[config.mk]
export PLATFORM = sky130hd
export DESIGN_NAME = tx_arbiter_flat
export DESIGN_NICKNAME = d
export VERILOG_FILES = /design/src/rtl/tx_arbiter_if.sv /design/src/rtl/tx_arbiter.sv /design/src/flat_wrapper.sv
export SDC_FILE = /design/constraint.sdc
export NUM_CORES = 1
export LEC_CHECK = 0
export CAP_MARGIN = 10
export CORE_MARGIN = 5
export CORE_UTILIZATION = 35
export CTS_CLUSTER_SIZE = 30
export DETAILED_ROUTE_END_ITERATION = 7
export GPL_ROUTABILITY_DRIVEN = 0
export GPL_TIMING_DRIVEN = 1
export HOLD_SLACK_MARGIN = 0.08
export PLACE_DENSITY = 0.62
export RECOVER_POWER = 100
export SLEW_MARGIN = 30
export SYNTH_ARGS = -nofsm -noshare
export SYNTH_HDL_FRONTEND = slang
export SYNTH_SLANG_ARGS = --single-unit
[constraint.sdc]
create_clock -name clk -period 2.2 [get_ports clk]
set_clock_uncertainty 0.2 [all_clocks]
set_input_delay 0.33 -clock clk [delete_from_list [all_inputs] [get_ports clk]]
set_output_delay 0.33 -clock clk [all_outputs]
set_load 0.05 [all_outputs]
[src/rtl/tx_arbiter_if.sv]
// Parallel-side request/grant bus plus the tx_module drive lines of tx_arbiter.
// master = the arbiter, slave = the requester side and tx_module.
interface tx_arbiter_if #(
  parameter int N_REQ  = 4,
  parameter int DATA_W = 8
);
  localparam int OW = (N_REQ > 1) ? $clog2(N_REQ) : 1;

  logic [N_REQ-1:0]        req;
  logic [N_REQ*DATA_W-1:0] req_data;
  logic [N_REQ-1:0]        grant;
  logic [OW-1:0]           owner;
  logic                    busy;
  logic                    tx_reset;
  logic                    tx_enable;
  logic [DATA_W-1:0]       tx_data;

  modport master (
    input  req, req_data,
    output grant, owner, busy, tx_reset, tx_enable, tx_data
  );

  modport slave (
    output req, req_data,
    input  grant, owner, busy, tx_reset, tx_enable, tx_data
  );
endinterface

[src/rtl/tx_arbiter.sv]
// tx_arbiter: shares one tx_module between N_REQ requesters (IDLE/LOAD/SEND/GAP).
// Define TX_ARB_FIXED_PRIO_EN for fixed priority (lowest index wins) instead of round-robin.
module tx_arbiter #(
  parameter int N_REQ      = 4,
  parameter int DATA_W     = 8,
  parameter int FRAME_BITS = 11,
  parameter int GAP        = 1
) (
  input logic          clk,
  input logic          reset,
  tx_arbiter_if.master bus
);
  localparam int OW = (N_REQ > 1) ? $clog2(N_REQ) : 1;
  localparam int BW = (FRAME_BITS > 1) ? $clog2(FRAME_BITS) : 1;
  localparam logic [BW-1:0] BIT_LAST = BW'(FRAME_BITS - 1);
  localparam logic [3:0]    GAP_LAST = 4'((GAP > 0) ? GAP - 1 : 0);

  typedef enum logic [1:0] {ST_IDLE, ST_LOAD, ST_SEND, ST_GAP} state_t;

  state_t        state;
  logic [OW-1:0] last_winner;
  logic [BW-1:0] bit_cnt;
  logic [3:0]    gap_cnt;
  logic          arb_pt;
  logic          hit;
  logic [OW-1:0] win;

  // Returns {found, index}; descending scan so the earliest candidate in search order wins.
  function automatic logic [OW:0] pick(input logic [N_REQ-1:0] r, input logic [OW-1:0] last);
    logic [OW:0] res;
    res = '0;
`ifdef TX_ARB_FIXED_PRIO_EN
    for (int k = N_REQ - 1; k >= 0; k--)
      if (r[k]) res = {1'b1, OW'(k)};
`else
    for (int k = N_REQ; k >= 1; k--) begin
      int idx;
      idx = (int'(last) + k) % N_REQ;
      if (r[idx]) res = {1'b1, OW'(idx)};
    end
`endif
    return res;
  endfunction

  always_comb begin
    arb_pt = (state == ST_IDLE) ||
             (state == ST_SEND && bit_cnt == BIT_LAST && GAP == 0) ||
             (state == ST_GAP  && gap_cnt == GAP_LAST);
    {hit, win} = pick(bus.req, last_winner);
  end

  always_ff @(posedge clk) begin
    if (!reset) begin
      state         <= ST_IDLE;
      last_winner   <= OW'(N_REQ - 1);
      bit_cnt       <= '0;
      gap_cnt       <= '0;
      bus.grant     <= '0;
      bus.owner     <= '0;
      bus.busy      <= 1'b0;
      bus.tx_reset  <= 1'b1;
      bus.tx_enable <= 1'b0;
      bus.tx_data   <= '0;
    end else begin
      bus.grant <= '0;
      if (arb_pt) begin
        if (hit) begin
          state         <= ST_LOAD;
          last_winner   <= win;
          bus.grant     <= N_REQ'(1) << win;
          bus.owner     <= win;
          bus.tx_data   <= bus.req_data[win*DATA_W +: DATA_W];
          bus.busy      <= 1'b1;
          bus.tx_reset  <= 1'b1;
          bus.tx_enable <= 1'b1;
        end else begin
          state         <= ST_IDLE;
          bus.busy      <= 1'b0;
          bus.tx_reset  <= 1'b0;
          bus.tx_enable <= 1'b0;
        end
      end else begin
        case (state)
          ST_LOAD: begin
            state         <= ST_SEND;
            bit_cnt       <= '0;
            bus.busy      <= 1'b1;
            bus.tx_reset  <= 1'b0;
            bus.tx_enable <= 1'b1;
          end
          // Terminal count only lands here when GAP > 0; GAP == 0 is an arbitration point.
          ST_SEND: begin
            if (bit_cnt == BIT_LAST) begin
              state         <= ST_GAP;
              gap_cnt       <= '0;
              bus.tx_enable <= 1'b0;
            end else begin
              bit_cnt <= bit_cnt + 1'b1;
            end
          end
          ST_GAP:  gap_cnt <= gap_cnt + 1'b1;
          default: state <= ST_IDLE;
        endcase
      end
    end
  end
endmodule

[src/flat_wrapper.sv]
// flat-port wrapper written by rule: the top's interface ports become plain ports
module tx_arbiter_flat 
#(
  parameter int N_REQ      = 4,
  parameter int DATA_W     = 8,
  parameter int FRAME_BITS = 11,
  parameter int GAP        = 1
)
  (clk, reset, bus_req, bus_req_data, bus_grant, bus_owner, bus_busy, bus_tx_reset, bus_tx_enable, bus_tx_data);
  tx_arbiter_if #(.N_REQ(N_REQ), .DATA_W(DATA_W)) bus_i ();
  input logic clk;
  input logic reset;
  input wire logic [$bits(bus_i.req)-1:0] bus_req;
  input wire logic [$bits(bus_i.req_data)-1:0] bus_req_data;
  output wire logic [$bits(bus_i.grant)-1:0] bus_grant;
  output wire logic [$bits(bus_i.owner)-1:0] bus_owner;
  output wire logic [$bits(bus_i.busy)-1:0] bus_busy;
  output wire logic [$bits(bus_i.tx_reset)-1:0] bus_tx_reset;
  output wire logic [$bits(bus_i.tx_enable)-1:0] bus_tx_enable;
  output wire logic [$bits(bus_i.tx_data)-1:0] bus_tx_data;
  assign bus_i.req = bus_req;
  assign bus_i.req_data = bus_req_data;
  assign bus_grant = bus_i.grant;
  assign bus_owner = bus_i.owner;
  assign bus_busy = bus_i.busy;
  assign bus_tx_reset = bus_i.tx_reset;
  assign bus_tx_enable = bus_i.tx_enable;
  assign bus_tx_data = bus_i.tx_data;
  tx_arbiter #(.N_REQ(N_REQ), .DATA_W(DATA_W), .FRAME_BITS(FRAME_BITS), .GAP(GAP)) u_core (.clk(clk), .reset(reset), .bus(bus_i));
endmodule
==> results of run 1 <==
layout make-up:
| type | instances | share of cell area, % |
|---|---|---|
| Inverter | 10 | 1.65 |
| Tap cell | 52 | 2.87 |
| Sequential cell | 29 | 25.6 |
| Clock inverter | 3 | 0.771 |
| Multi-Input combinational cell | 124 | 38.9 |
| Clock buffer | 5 | 3.03 |
| Timing Repair Buffer | 65 | 27.2 |
flip-flops by register name, summed over array words and instances, names as in the netlist:
name / count
u_core.state: 2
u_core.bus.tx_enable: 1
u_core.bus.owner: 2
u_core.gap_cnt: 4
u_core.bus.busy: 1
u_core.bit_cnt: 4
u_core.last_winner: 2
u_core.bus.grant: 4
u_core.bus.tx_data: 8
u_core.bus.tx_reset: 1
final timing paths:
| path | startpoint | end | slack (ns) | cells past startpoint |
|---|---|---|---|---|
| setup reg to reg | u_core.state[1] | u_core.bus.tx_data[3] | 0.26 | 7 |
| hold reg to reg | u_core.bus.owner[1] | u_core.bus.owner[1] | 0.24 | 2 |
| hold / removal | u_core.bus.owner[1] | u_core.bus.owner[1] | 0.24 | 2 |
| setup / recovery | u_core.bus.tx_data[4] | bus_tx_data[4] | 0.17 | 1 |
cells by family (layout without fill, tap and decap cells):
group                      Yosys count  after routing  share of synthesized area (%)
muxes                               18             18                           11.6
and+or+nand+nor                     59             59                           20.3
AOI/OAI and AO/OA                   37             37                           17.4
DFF                                 29             29                           37.4
buffers and inverters               16             83                           5.64
xor gates and xnor gates             2              2                           1.13
adders and majority gates            8              8                           6.45
cells in the final DEF, fill, tap and decap left out, types with 2 or more instances in the layout:
cell type	n
a211oi_1	2
a21boi_0	3
a21oi_1	7
and2_0	2
buf_4	5
clkbuf_1	4
clkbuf_8	5
clkdlybuf4s50_1	37
clkinv_2	2
dfxtp_1	29
dlygate4sd3_1	17
ha_1	8
inv_1	10
mux2i_1	18
nand2_1	18
nand2b_1	4
nand3_1	5
nand4_1	2
nor2_1	11
nor2b_1	4
o21a_1	3
o21ai_0	8
o221ai_1	8
xnor2_1	2
power by group through the flow:
stage | Clock, W | Combinational [W] | Sequential [W]
floorplan | 0 | 0.000262 | 0.000814
global placement | 0 | 0.000684 | 0.000638
detailed placement | 0 | 0.000686 | 0.000639
CTS | 0.000445 | 0.000688 | 0.000628
global route | 0.000463 | 0.000706 | 0.000634
finish | 0.000427 | 0.000652 | 0.000625
routing by layer:
metal	up-vias	track usage (%)	share of wire, %
li1	728	-	-
met1	637	14.8	42
met2	47	21.5	44
met3	6	7.80	12
met4	0	3.67	1.2
met5	-	0	0
per-stage QoR:
stage	setup TNS, ns	cells	instance area (um^2)	total power [W]	hold slack [ns]
final	0	288	2270	0.00170	0.241
after global placement	-0.105	280	2210	0.00132	0.239
after CTS	0	288	2300	0.00176	0.251
after global routing	0	288	2270	0.00180	0.283
after floorplan	0	169	1550	0.00108	0.252
after detailed placement	-0.257	280	2210	0.00133	0.236
==> impl_results.html, run 1 <==
<table>
<tr><th>Metric</th><th>Value</th></tr>
<tr><th colspan="2">Run status</th></tr>
<tr><td>Result of the run</td><td>finished, final reports clean</td></tr>
<tr><th colspan="2">Clock network</th></tr>
<tr><td>Clock slew at reported path FFs</td><td>0.07 ns</td></tr>
<tr><td>Number of clock sinks</td><td>29</td></tr>
<tr><td>Post-CTS Repair Setup Buffers</td><td>0</td></tr>
<tr><td>CTS-repair resized insts</td><td>0</td></tr>
<tr><td>Root cell of the clock tree</td><td>clkbuf_8</td></tr>
<tr><td>TritonCTS buffer count</td><td>5</td></tr>
<tr><td>Clock latency at the later pin of the worst-skew pair</td><td>0.28 ns</td></tr>
<tr><td>Hold-fix buffer count after cts</td><td>0</td></tr>
<tr><td>CTS H-tree lvls</td><td>2</td></tr>
<tr><td>Clock tree from TritonCTS</td><td>yes</td></tr>
<tr><td>Number of buffers between clock root and the deepest sink</td><td>2</td></tr>
<tr><th colspan="2">Critical path</th></tr>
<tr><td>Cells along the critical path</td><td>dlygate4sd3_1</td></tr>
<tr><td>Kind of end point of the critical path</td><td>output port</td></tr>
<tr><td>Buffers and inverters on the worst path</td><td>1</td></tr>
<tr><td>Worst Path Class, Setup</td><td>flip-flop to output port</td></tr>
<tr><td>Worst EP required</td><td>1.67 ns</td></tr>
<tr><td>Slowest-stage cell, CP</td><td>dlygate4sd3_1</td></tr>
<tr><td>Arrival time of the worst setup path</td><td>1.50 ns</td></tr>
<tr><td>Kind of cell with the highest combined delay on the critical path</td><td>buffers and inverters</td></tr>
<tr><td>Critical path's largest stage delay</td><td>0.88 ns</td></tr>
<tr><td>Critical Path Source Type</td><td>flip-flop</td></tr>
<tr><td>Maximum net fanout on the critical path</td><td>2</td></tr>
<tr><th colspan="2">Timing</th></tr>
<tr><td>Period utilization</td><td>92.4%</td></tr>
<tr><td>Max_slew headroom</td><td>64.6%</td></tr>
<tr><td>Achievable clock frequency</td><td>just under 500 MHz</td></tr>
<tr><td>Transition time of the tightest slew-check pin</td><td>0.529 ns</td></tr>
<tr><td>Final setup fails</td><td>0</td></tr>
<tr><td>Unrepaired setup endpoints after global routing</td><td>no</td></tr>
<tr><td>Hold Vio Cnt, Final</td><td>0</td></tr>
<tr><td>Minimum clock period after layout</td><td>roughly 2 ns</td></tr>
<tr><td>Slew Viols, Final</td><td>0</td></tr>
<tr><td>Setup ws final</td><td>0.167 ns</td></tr>
<tr><th colspan="2">Routing</th></tr>
<tr><td>Detailed Route WL</td><td>3.71 mm</td></tr>
<tr><td>Number of vias per cell after detailed routing</td><td>4.92</td></tr>
<tr><td>Number of optimization iterations in the first detailed-route pass</td><td>4</td></tr>
<tr><td>1st-iter DRT viols</td><td>49</td></tr>
<tr><td>Average wire per cell in the routed design</td><td>12.9 um</td></tr>
<tr><td>Via total after detailed routing</td><td>1418</td></tr>
<tr><td>Final antenna-violating net count</td><td>0</td></tr>
<tr><td>Drt drc</td><td>0</td></tr>
<tr><th colspan="2">Placed design</th></tr>
<tr><td>Post-placement setup slack</td><td>-0.0446 ns</td></tr>
<tr><td>Dpl hpwl</td><td>a little under 3 mm</td></tr>
<tr><td>Count of buffers from port buffering</td><td>between 50 and 60</td></tr>
<tr><th colspan="2">Cells and area</th></tr>
<tr><td>Fill cell total of the finished layout</td><td>427</td></tr>
<tr><td>Final Net Count</td><td>281</td></tr>
<tr><td>Share of the core filled with cells</td><td>52.5%</td></tr>
<tr><td>Antenna fix cells</td><td>0</td></tr>
<tr><td>Area taken by flip-flops and latches</td><td>581 um^2</td></tr>
<tr><td>Share of post-route cells with drive strength above 1</td><td>10.6%</td></tr>
<tr><td>Layout overhead on the synthesized area</td><td>46.4%</td></tr>
<tr><td>Multi-input combinational cell area</td><td>883 um^2</td></tr>
<tr><th colspan="2">Floorplanning</th></tr>
<tr><td># rows</td><td>24</td></tr>
<tr><td>Core outline area</td><td>~4300 um^2</td></tr>
<tr><td>Die footprint</td><td>5860 um^2</td></tr>
<tr><td>Effective utilization at floorplan</td><td>35.9%</td></tr>
<tr><td>Horizontal die dimension</td><td>between 70 and 80 um</td></tr>
<tr><td>Number of top-level pins</td><td>55</td></tr>
<tr><td>Overall die height</td><td>76.6 um</td></tr>
<tr><th colspan="2">Logic synthesis</th></tr>
<tr><td>Area fraction of the dominant cell type after synthesis</td><td>roughly 37%</td></tr>
<tr><td>Post-synthesis sequential area ratio</td><td>a little under two fifths</td></tr>
<tr><td>Number of nets in the synthesized netlist</td><td>215</td></tr>
<tr><td>Mapped cell area</td><td>around 1600 um^2</td></tr>
<tr><td>Number of synthesis warnings</td><td>0</td></tr>
<tr><td>Number of flops mapped to enable cells by yosys</td><td>0</td></tr>
<tr><td>Count of cell types in the netlist</td><td>40</td></tr>
<tr><td>Top cells by area, synth</td><td>dfxtp_1 37%, mux2i_1 12%, ha_1 6.5%</td></tr>
<tr><td>Cells after synthesis</td><td>169</td></tr>
<tr><td>Dominant register cell in the synthesized netlist</td><td>dfxtp_1</td></tr>
<tr><td>Most common cell in the netlist</td><td>dfxtp_1</td></tr>
<tr><td>Commonest cells in the synthesized netlist</td><td>29 x dfxtp_1, 18 x mux2i_1, 18 x nand2_1</td></tr>
<tr><td>Mean cell area of the mapped netlist</td><td>9.18 um^2</td></tr>
<tr><td>FF+latch count, synth</td><td>29</td></tr>
<tr><td>Cell type with the highest aggregate area in the netlist</td><td>dfxtp_1</td></tr>
<tr><td>Asr flop ratio synth</td><td>0%</td></tr>
<tr><th colspan="2">Power</th></tr>
<tr><td>Peak supply drop</td><td>~410 uV</td></tr>
<tr><td>Total internal power</td><td>0.00107 W</td></tr>
<tr><td>Portion of total power attributed to sequential cells</td><td>36.7%</td></tr>
<tr><td>Part of the total power dissipated in combinational logic</td><td>38.3%</td></tr>
<tr><td>Net switching component of the power</td><td>0.000631 W</td></tr>
<tr><td>Clock power share</td><td>about a quarter</td></tr>
<tr><td>Static Leak</td><td>0.941 nW</td></tr>
<tr><td>Fraction of power spent switching nets</td><td>between 30 and 40%</td></tr>
<tr><td>Pwr dens</td><td>roughly 750 nW/um^2</td></tr>
<tr><th colspan="2">Global routing</th></tr>
<tr><td>Global-route wire length before repair</td><td>6.47 mm</td></tr>
<tr><td>Largest net degree at the start of global routing</td><td>19</td></tr>
<tr><td>Number of global-route vias before repair</td><td>1439</td></tr>
<tr><td>Combined global-route utilization of all metal layers</td><td>13.3%</td></tr>
<tr><td>Grt total ovfl</td><td>0</td></tr>
<tr><td>Number of antenna violations at the first check in global routing</td><td>0</td></tr>
<tr><th colspan="2">Run</th></tr>
<tr><td>Max-cap violations</td><td>0</td></tr>
<tr><th colspan="2">Worst hold path</th></tr>
<tr><td>Worst hold-check path type</td><td>flip-flop to flip-flop</td></tr>
</table>
No activity file was read; power rests on OpenSTA's default activity.
==> inputs of run 2 (changes only) <==
Settings changed: CORE_MARGIN 5 to unset, GPL_ROUTABILITY_DRIVEN 0 to unset.
==> run 2 against run 1 <==
Against the previous run:
- core utilization rose by 3.2 points
- count of clock-buffer cells in the layout increased by 2
- first-iteration DRC count grew 6.1%
- sequential cell count is the same
- die area decreased by 20%
==> impl_results.html, run 2 (same netlist as run 1, synthesis figures left out) <==
<table>
<tr><th>Metric</th><th>Value</th></tr>
<tr><th colspan="2">Run status</th></tr>
<tr><td>Result of the run</td><td>finished, final reports clean</td></tr>
<tr><th colspan="2">Timing</th></tr>
<tr><td>Transition time of the tightest slew-check pin</td><td>roughly 0.53 ns</td></tr>
<tr><td>Hold Vio Cnt, Final</td><td>0</td></tr>
<tr><td>Period utilization</td><td>92.6%</td></tr>
<tr><td>Tightest hold margin</td><td>0.245 ns</td></tr>
<tr><td>Achievable clock frequency</td><td>slightly below 500 MHz</td></tr>
<tr><td>Max_slew headroom</td><td>64.8%</td></tr>
<tr><td>Minimum clock period after layout</td><td>about 2.0 ns</td></tr>
<tr><td>Unrepaired setup endpoints after global routing</td><td>no</td></tr>
<tr><td>Final setup fails</td><td>0</td></tr>
<tr><td>Slew Viols, Final</td><td>0</td></tr>
<tr><th colspan="2">Global routing</th></tr>
<tr><td>Global-route wire length before repair</td><td>6.20 mm</td></tr>
<tr><td>Combined global-route utilization of all metal layers</td><td>18.1%</td></tr>
<tr><td>Largest net degree at the start of global routing</td><td>21</td></tr>
<tr><td>Grt total ovfl</td><td>0</td></tr>
<tr><td>Number of antenna violations at the first check in global routing</td><td>0</td></tr>
<tr><td>Number of global-route vias before repair</td><td>1430</td></tr>
<tr><th colspan="2">Clock network</th></tr>
<tr><td>Number of clock sinks</td><td>29</td></tr>
<tr><td>Clock latency at the later pin of the worst-skew pair</td><td>0.28 ns</td></tr>
<tr><td>Clock tree from TritonCTS</td><td>yes</td></tr>
<tr><td>TritonCTS buffer count</td><td>5</td></tr>
<tr><td>CTS-repair resized insts</td><td>0</td></tr>
<tr><td>Hold-fix buffer count after cts</td><td>0</td></tr>
<tr><td>CTS H-tree lvls</td><td>2</td></tr>
<tr><td>Clock slew at reported path FFs</td><td>0.06 ns</td></tr>
<tr><td>Root cell of the clock tree</td><td>clkbuf_8</td></tr>
<tr><td>Post-CTS Repair Setup Buffers</td><td>0</td></tr>
<tr><td>Number of buffers between clock root and the deepest sink</td><td>2</td></tr>
<tr><th colspan="2">Floorplanning</th></tr>
<tr><td>Number of top-level pins</td><td>55</td></tr>
<tr><td>Die footprint</td><td>4700 um^2</td></tr>
<tr><td>Overall die height</td><td>68.6 um</td></tr>
<tr><td>Core outline area</td><td>a little over 4000 um^2</td></tr>
<tr><td>Effective utilization at floorplan</td><td>37.7%</td></tr>
<tr><td># rows</td><td>23</td></tr>
<tr><td>Horizontal die dimension</td><td>68.6 um</td></tr>
<tr><th colspan="2">Routing</th></tr>
<tr><td>Top routing layer used</td><td>met4</td></tr>
<tr><td>Number of optimization iterations in the first detailed-route pass</td><td>4</td></tr>
<tr><td>Final antenna-violating net count</td><td>0</td></tr>
<tr><td>Detailed Route WL</td><td>3.59 mm</td></tr>
<tr><td>Metal2 WL</td><td>1.71 mm</td></tr>
<tr><td>Drt drc</td><td>0</td></tr>
<tr><td>Wire length on met1</td><td>1.57 mm</td></tr>
<tr><td>1st-iter DRT viols</td><td>52</td></tr>
<tr><td>Number of vias per cell after detailed routing</td><td>~4.9</td></tr>
<tr><td>Average wire per cell in the routed design</td><td>12.6 um</td></tr>
<tr><td>Met3 WL</td><td>250 um</td></tr>
<tr><td>Via total after detailed routing</td><td>~1400</td></tr>
<tr><th colspan="2">Placed design</th></tr>
<tr><td>Dpl hpwl</td><td>2.76 mm</td></tr>
<tr><td>Count of buffers from port buffering</td><td>54</td></tr>
<tr><td>Final weighted congestion of routability-driven global placement</td><td>0.823</td></tr>
<tr><th colspan="2">Worst hold path</th></tr>
<tr><td>Worst min-delay path endpoint</td><td>u_core.bus.busy</td></tr>
<tr><td>Startpoint of the worst hold path</td><td>u_core.bus.busy</td></tr>
<tr><td>Number of cells traversed by the worst hold path</td><td>2</td></tr>
<tr><td>Worst hold-check path type</td><td>flip-flop to flip-flop</td></tr>
<tr><th colspan="2">Cells and area</th></tr>
<tr><td>Final Net Count</td><td>279</td></tr>
<tr><td>Number of flip-flops in the largest register</td><td>8</td></tr>
<tr><td>Layout overhead on the synthesized area</td><td>47.8%</td></tr>
<tr><td>Share of the core filled with cells</td><td>55.7%</td></tr>
<tr><td>Share of post-route cells with drive strength above 1</td><td>between 10% and 20%</td></tr>
<tr><td>Most common library cell in the layout ignoring fill and taps</td><td>clkdlybuf4s50_1</td></tr>
<tr><td>Biggest register</td><td>u_core.bus.tx_data</td></tr>
<tr><td>Most used cells in the layout excluding fill and tap cells</td><td>37 x clkdlybuf4s50_1, 29 x dfxtp_1, 18 x mux2i_1, 18 x nand2_1, 17 x dlygate4sd3_1</td></tr>
<tr><td>Antenna fix cells</td><td>0</td></tr>
<tr><td>Fill cell total of the finished layout</td><td>377</td></tr>
<tr><th colspan="2">Critical path</th></tr>
<tr><td>Worst EP required</td><td>1.67 ns</td></tr>
<tr><td>Kind of cell with the highest combined delay on the critical path</td><td>buffers and inverters</td></tr>
<tr><td>Reg-to-reg setup timing slack</td><td>0.24 ns</td></tr>
<tr><td>Cells along the critical path</td><td>dlygate4sd3_1</td></tr>
<tr><td>Maximum net fanout on the critical path</td><td>2</td></tr>
<tr><td>Critical Path Source Type</td><td>flip-flop</td></tr>
<tr><td>Arrival time of the worst setup path</td><td>1.51 ns</td></tr>
<tr><td>Kind of end point of the critical path</td><td>output port</td></tr>
<tr><td>Slowest-stage cell, CP</td><td>dlygate4sd3_1</td></tr>
<tr><td>Destination of the worst register-to-register timing path</td><td>u_core.bus.tx_data[2]</td></tr>
<tr><td>Buffers and inverters on the worst path</td><td>1</td></tr>
<tr><td>Number of cells on the worst reg-to-reg path</td><td>5</td></tr>
<tr><td>Worst Path Class, Setup</td><td>flip-flop to output port</td></tr>
<tr><td>Critical path's largest stage delay</td><td>0.88 ns</td></tr>
<tr><td>R2r startpoint</td><td>u_core.state[1]</td></tr>
<tr><th colspan="2">Power</th></tr>
<tr><td>Peak supply drop</td><td>375 uV</td></tr>
<tr><td>Pwr dens</td><td>807 nW/um^2</td></tr>
<tr><td>Static Leak</td><td>0.955 nW</td></tr>
<tr><th colspan="2">Run</th></tr>
<tr><td>Max-cap violations</td><td>0</td></tr>
</table>
run 2: cell count changes in the layout (fill, tap and decap cells not counted), sizes merged:
cell | previous run | this run
clkinv | 2 | 0
clkbuf | 10 | 9
clkinvlp | 1 | 0
buf | 6 | 7
bufinv | 0 | 1
run 2: routing by layer:
layer | global-route usage [%] | vias up
met5 | 0 | -
met4 | 9.38 | 0
met3 | 6.41 | 5
met2 | 30.4 | 47
met1 | 20.0 | 631
li1 | - | 719
run 2: tightest hold or removal path, delay by kind of cell (launching register included):
kind | cells | cell delay (ns)
flops | 1 | 0.31
compound gates | 1 | 0.05
buf+inv | 1 | 0.05
run 2: final cells by class:
type	instances	area (um^2)	area share, %
well taps	50	62.6	2.73
multi-input cells	124	883	38.5
inverters	10	37.5	1.64
flip-flops and latches	29	581	25.3
clock inverters	1	30.0	1.31
repair buffers	63	613	26.7
clock buffers	7	86.3	3.76
run 2: worst max-delay path by stage:
stage / depth (start not counted) / start / slack (ns) / end
2_1_floorplan: 7 / u_core.state[0] / 0.36 / u_core.gap_cnt[2]
3_3_place_gp: 9 / bus_req[3] / -0.02 / u_core.bus.tx_data[2]
3_5_place_dp: 7 / bus_req[3] / -0.10 / u_core.bus.tx_data[6]
4_1_cts: 7 / bus_req[3] / 0.19 / u_core.bus.tx_data[6]
5_1_grt: 5 / u_core.state[1] / 0.06 / u_core.bus.tx_data[0]
6_report: 1 / u_core.bus.tx_data[6] / 0.16 / bus_tx_data[6]
run 2: where the power goes:
part           leakage (nW)  internal [W]  switching [W]
registers             0.238      0.000590      0.0000367
logic                 0.659      0.000264       0.000385
clock network        0.0585      0.000369       0.000206
total                 0.955       0.00122       0.000628
run 2: stage by stage:
stage	instance area [um^2]	TNS [ns]	setup slack (ns)	power (W)	cells
after detailed placement	2190	-0.621	-0.101	0.00132	276
final	2290	0	0.163	0.00185	284
after global routing	2290	0	0.0608	0.00195	284
after global placement	2190	-0.138	-0.0237	0.00131	276
after floorplan	1550	0	0.361	0.00108	169
after CTS	2310	0	0.191	0.00190	284
==> inputs of run 3 (changes only) <==
Settings changed: ABC_AREA set to 1, CORE_UTILIZATION 35 to 47, CTS_CLUSTER_DIAMETER set to 120, PLACE_DENSITY 0.62 to 0.77.
==> run 3 against run 2 <==
Against the previous run:
- hold slack about the same
- fmax down 2.8%
- die area down 13%
- routed wire length up 19%
- sequential cell count unchanged
- sequential share of layout area down 2.3 points
- final cell count up 32%
- critical path depth unchanged
- via count up 35%
- critical path type unchanged
- highest routed layer unchanged
==> impl_results.html, run 3 <==
<table>
<tr><th>Metric</th><th>Value</th></tr>
<tr><th colspan="2">Routing</th></tr>
<tr><td>Number of optimization iterations in the first detailed-route pass</td><td>4</td></tr>
<tr><td>Final antenna-violating net count</td><td>0</td></tr>
<tr><td>Number of vias per cell after detailed routing</td><td>5.04</td></tr>
<tr><td>Drt drc</td><td>0</td></tr>
<tr><td>1st-iter DRT viols</td><td>142</td></tr>
<tr><td>Detailed Route WL</td><td>~4.3 mm</td></tr>
<tr><td>Via total after detailed routing</td><td>1890</td></tr>
<tr><td>Average wire per cell in the routed design</td><td>11.4 um</td></tr>
<tr><th colspan="2">Clock network</th></tr>
<tr><td>CTS-repair resized insts</td><td>0</td></tr>
<tr><td>Clock tree from TritonCTS</td><td>yes</td></tr>
<tr><td>Clock slew at reported path FFs</td><td>about 0.07 ns</td></tr>
<tr><td>TritonCTS buffer count</td><td>5</td></tr>
<tr><td>Number of clock sinks</td><td>29</td></tr>
<tr><td>Post-CTS Repair Setup Buffers</td><td>0</td></tr>
<tr><td>Clock latency at the later pin of the worst-skew pair</td><td>0.28 ns</td></tr>
<tr><td>CTS H-tree lvls</td><td>2</td></tr>
<tr><td>Number of buffers between clock root and the deepest sink</td><td>2</td></tr>
<tr><td>Hold-fix buffer count after cts</td><td>0</td></tr>
<tr><td>Root cell of the clock tree</td><td>clkbuf_8</td></tr>
<tr><th colspan="2">Timing</th></tr>
<tr><td>Transition time of the tightest slew-check pin</td><td>0.538 ns</td></tr>
<tr><td>Minimum clock period after layout</td><td>2.10 ns</td></tr>
<tr><td>Final setup TNS</td><td>0 ns</td></tr>
<tr><td>Max_slew headroom</td><td>between 60% and 70%</td></tr>
<tr><td>Unrepaired setup endpoints after global routing</td><td>no</td></tr>
<tr><td>Period utilization</td><td>a little over nine tenths</td></tr>
<tr><td>Final setup fails</td><td>0</td></tr>
<tr><td>Hold Vio Cnt, Final</td><td>0</td></tr>
<tr><td>Achievable clock frequency</td><td>around 480 MHz</td></tr>
<tr><td>Slew Viols, Final</td><td>0</td></tr>
<tr><td>Tightest hold margin</td><td>about 0.25 ns</td></tr>
<tr><th colspan="2">Critical path</th></tr>
<tr><td>Critical Path Source Type</td><td>flip-flop</td></tr>
<tr><td>Kind of end point of the critical path</td><td>output port</td></tr>
<tr><td>Maximum net fanout on the critical path</td><td>2</td></tr>
<tr><td>Slowest-stage cell, CP</td><td>dlygate4sd3_1</td></tr>
<tr><td>Cells along the critical path</td><td>dlygate4sd3_1</td></tr>
<tr><td>Kind of cell with the highest combined delay on the critical path</td><td>buffers and inverters</td></tr>
<tr><td>Critical path's largest stage delay</td><td>0.91 ns</td></tr>
<tr><td>Arrival time of the worst setup path</td><td>1.57 ns</td></tr>
<tr><td>Worst Path Class, Setup</td><td>flip-flop to output port</td></tr>
<tr><td>Buffers and inverters on the worst path</td><td>1</td></tr>
<tr><td>Worst EP required</td><td>around 1.7 ns</td></tr>
<tr><th colspan="2">Logic synthesis</th></tr>
<tr><td>Dominant register cell in the synthesized netlist</td><td>dfxtp_1</td></tr>
<tr><td>Top cells by area, synth</td><td>dfxtp_1 32%, nand3_1 14%, nand2_1 12%</td></tr>
<tr><td>Asr flop ratio synth</td><td>0%</td></tr>
<tr><td>Number of nets in the synthesized netlist</td><td>between 300 and 400</td></tr>
<tr><td>Mean cell area of the mapped netlist</td><td>7.03 um^2</td></tr>
<tr><td>FF+latch count, synth</td><td>29</td></tr>
<tr><td>Number of synthesis warnings</td><td>0</td></tr>
<tr><td>Area fraction of the dominant cell type after synthesis</td><td>32.2%</td></tr>
<tr><td>Cell type with the highest aggregate area in the netlist</td><td>dfxtp_1</td></tr>
<tr><td>Most common cell in the netlist</td><td>nand2_1</td></tr>
<tr><td>Mapped cell area</td><td>about 1800 um^2</td></tr>
<tr><td>Commonest cells in the synthesized netlist</td><td>60 x nand2_1, 50 x nand3_1, 29 x dfxtp_1</td></tr>
<tr><td>Count of cell types in the netlist</td><td>35</td></tr>
<tr><td>Cells after synthesis</td><td>257</td></tr>
<tr><td>Post-synthesis sequential area ratio</td><td>32.2%</td></tr>
<tr><td>Number of flops mapped to enable cells by yosys</td><td>0</td></tr>
<tr><th colspan="2">Cells and area</th></tr>
<tr><td>Number of flip-flops in the largest register</td><td>8</td></tr>
<tr><td>Final Net Count</td><td>approximately 370</td></tr>
<tr><td>Share of post-route cells with drive strength above 1</td><td>16.8%</td></tr>
<tr><td>Biggest register</td><td>u_core.bus.tx_data</td></tr>
<tr><td>Most used cells in the layout excluding fill and tap cells</td><td>60 x nand2_1, 50 x nand3_1, 37 x clkdlybuf4s50_1</td></tr>
<tr><td>Layout overhead on the synthesized area</td><td>40.0%</td></tr>
<tr><td>Most common library cell in the layout ignoring fill and taps</td><td>nand2_1</td></tr>
<tr><td>Post-route cell area</td><td>2530 um^2</td></tr>
<tr><td>Antenna fix cells</td><td>0</td></tr>
<tr><th colspan="2">Placed design</th></tr>
<tr><td>Total placed instance area</td><td>2450 um^2</td></tr>
<tr><td>Count of buffers from port buffering</td><td>54</td></tr>
<tr><td>Dpl hpwl</td><td>3.27 mm</td></tr>
<tr><td>Final weighted congestion of routability-driven global placement</td><td>0.833</td></tr>
<tr><th colspan="2">Floorplanning</th></tr>
<tr><td>Horizontal die dimension</td><td>64.0 um</td></tr>
<tr><td>Die footprint</td><td>4090 um^2</td></tr>
<tr><td>Overall die height</td><td>64.0 um</td></tr>
<tr><td>Number of top-level pins</td><td>55</td></tr>
<tr><td>Effective utilization at floorplan</td><td>between 40 and 50%</td></tr>
<tr><td>Core outline area</td><td>3660 um^2</td></tr>
<tr><td># rows</td><td>22</td></tr>
<tr><th colspan="2">Global routing</th></tr>
<tr><td>Number of antenna violations at the first check in global routing</td><td>0</td></tr>
<tr><td>Combined global-route utilization of all metal layers</td><td>22.4%</td></tr>
<tr><td>Largest net degree at the start of global routing</td><td>20</td></tr>
<tr><td>Global-route wire length before repair</td><td>7.22 mm</td></tr>
<tr><td>Number of global-route vias before repair</td><td>between 1500 and 2000</td></tr>
<tr><td>Grt total ovfl</td><td>0</td></tr>
<tr><th colspan="2">Worst hold path</th></tr>
<tr><td>Worst hold-check path type</td><td>flip-flop to flip-flop</td></tr>
<tr><th colspan="2">Power</th></tr>
<tr><td>Static Leak</td><td>1.17 nW</td></tr>
<tr><td>Peak supply drop</td><td>739 uV</td></tr>
<tr><td>Pwr dens</td><td>around 1500 nW/um^2</td></tr>
<tr><td>Power consumption</td><td>roughly 0.0038 W</td></tr>
<tr><th colspan="2">Run</th></tr>
<tr><td>Max-cap violations</td><td>0</td></tr>
<tr><th colspan="2">Run status</th></tr>
<tr><td>Result of the run</td><td>finished, final reports clean</td></tr>
</table>
[run 3: cell count changes after synthesis, sizes merged, moves of 6 or more]
cell	previous run	this run
inv	10	29
mux2i	18	0
nor3	1	7
nand2	19	81
nand3	6	52
o221ai	8	0
[run 3: worst paths after layout]
path	slack, ns	endpoint	cells past startpoint	startpoint
worst max-delay path	0.10	bus_tx_data[3]	1	u_core.bus.tx_data[3]
worst min-delay path	0.25	u_core.bus.owner[1]	2	u_core.bus.owner[1]
worst max register to register	0.27	u_core.bus.tx_data[0]	13	u_core.last_winner[1]
worst min register to register	0.25	u_core.bus.owner[1]	2	u_core.bus.owner[1]
[run 3: area by class of cell]
cell class                      count  area (um^2)
Clock buffer                        5         68.8
Clock inverter                      3         17.5
Inverter                           30          123
Multi-Input combinational cell    192         1040
Timing Repair Buffer               68          639
Tap cell                           48         60.1
Fill cell                         320         1130
Sequential cell                    29          581
[run 3: through the flow]
stage,worst slack [ns],std cells,util [%]
2_1_floorplan,0.341,257,-
3_5_place_dp,-0.0427,367,67.0
4_1_cts,0.162,375,69.3
5_1_grt,0.0548,375,69.0
3_3_place_gp,-0.00413,367,67.0
6_report,0.104,375,69.0
[run 3: worst min-delay path, delay by kind of cell (launching register included)]
kind          cells  cell delay [ns]
flops             1             0.33
simple gates      2             0.09
[run 3: power breakdown]
group          switching (W)  internal, W
Clock               0.000211     0.000218
Sequential         0.0000882     0.000690
Combinational        0.00168     0.000892
Total                0.00198      0.00180
[run 3: cells by family after synthesis]
logic type / count (synthesis) / synth area share (%)
buf+inv: 36 / 10.0
compound gates: 27 / 8.66
flops: 29 / 32.2
simple gates: 157 / 43.6
fa+ha+maj: 8 / 5.54
[run 3: per-layer routing]
metal	part of all wire, %	track usage, %	vias to the layer above
met5	0	0	-
met1	43	26.4	833
li1	-	-	978
met3	6.5	5.54	9
met4	1.6	6.82	0
met2	49	39.5	70
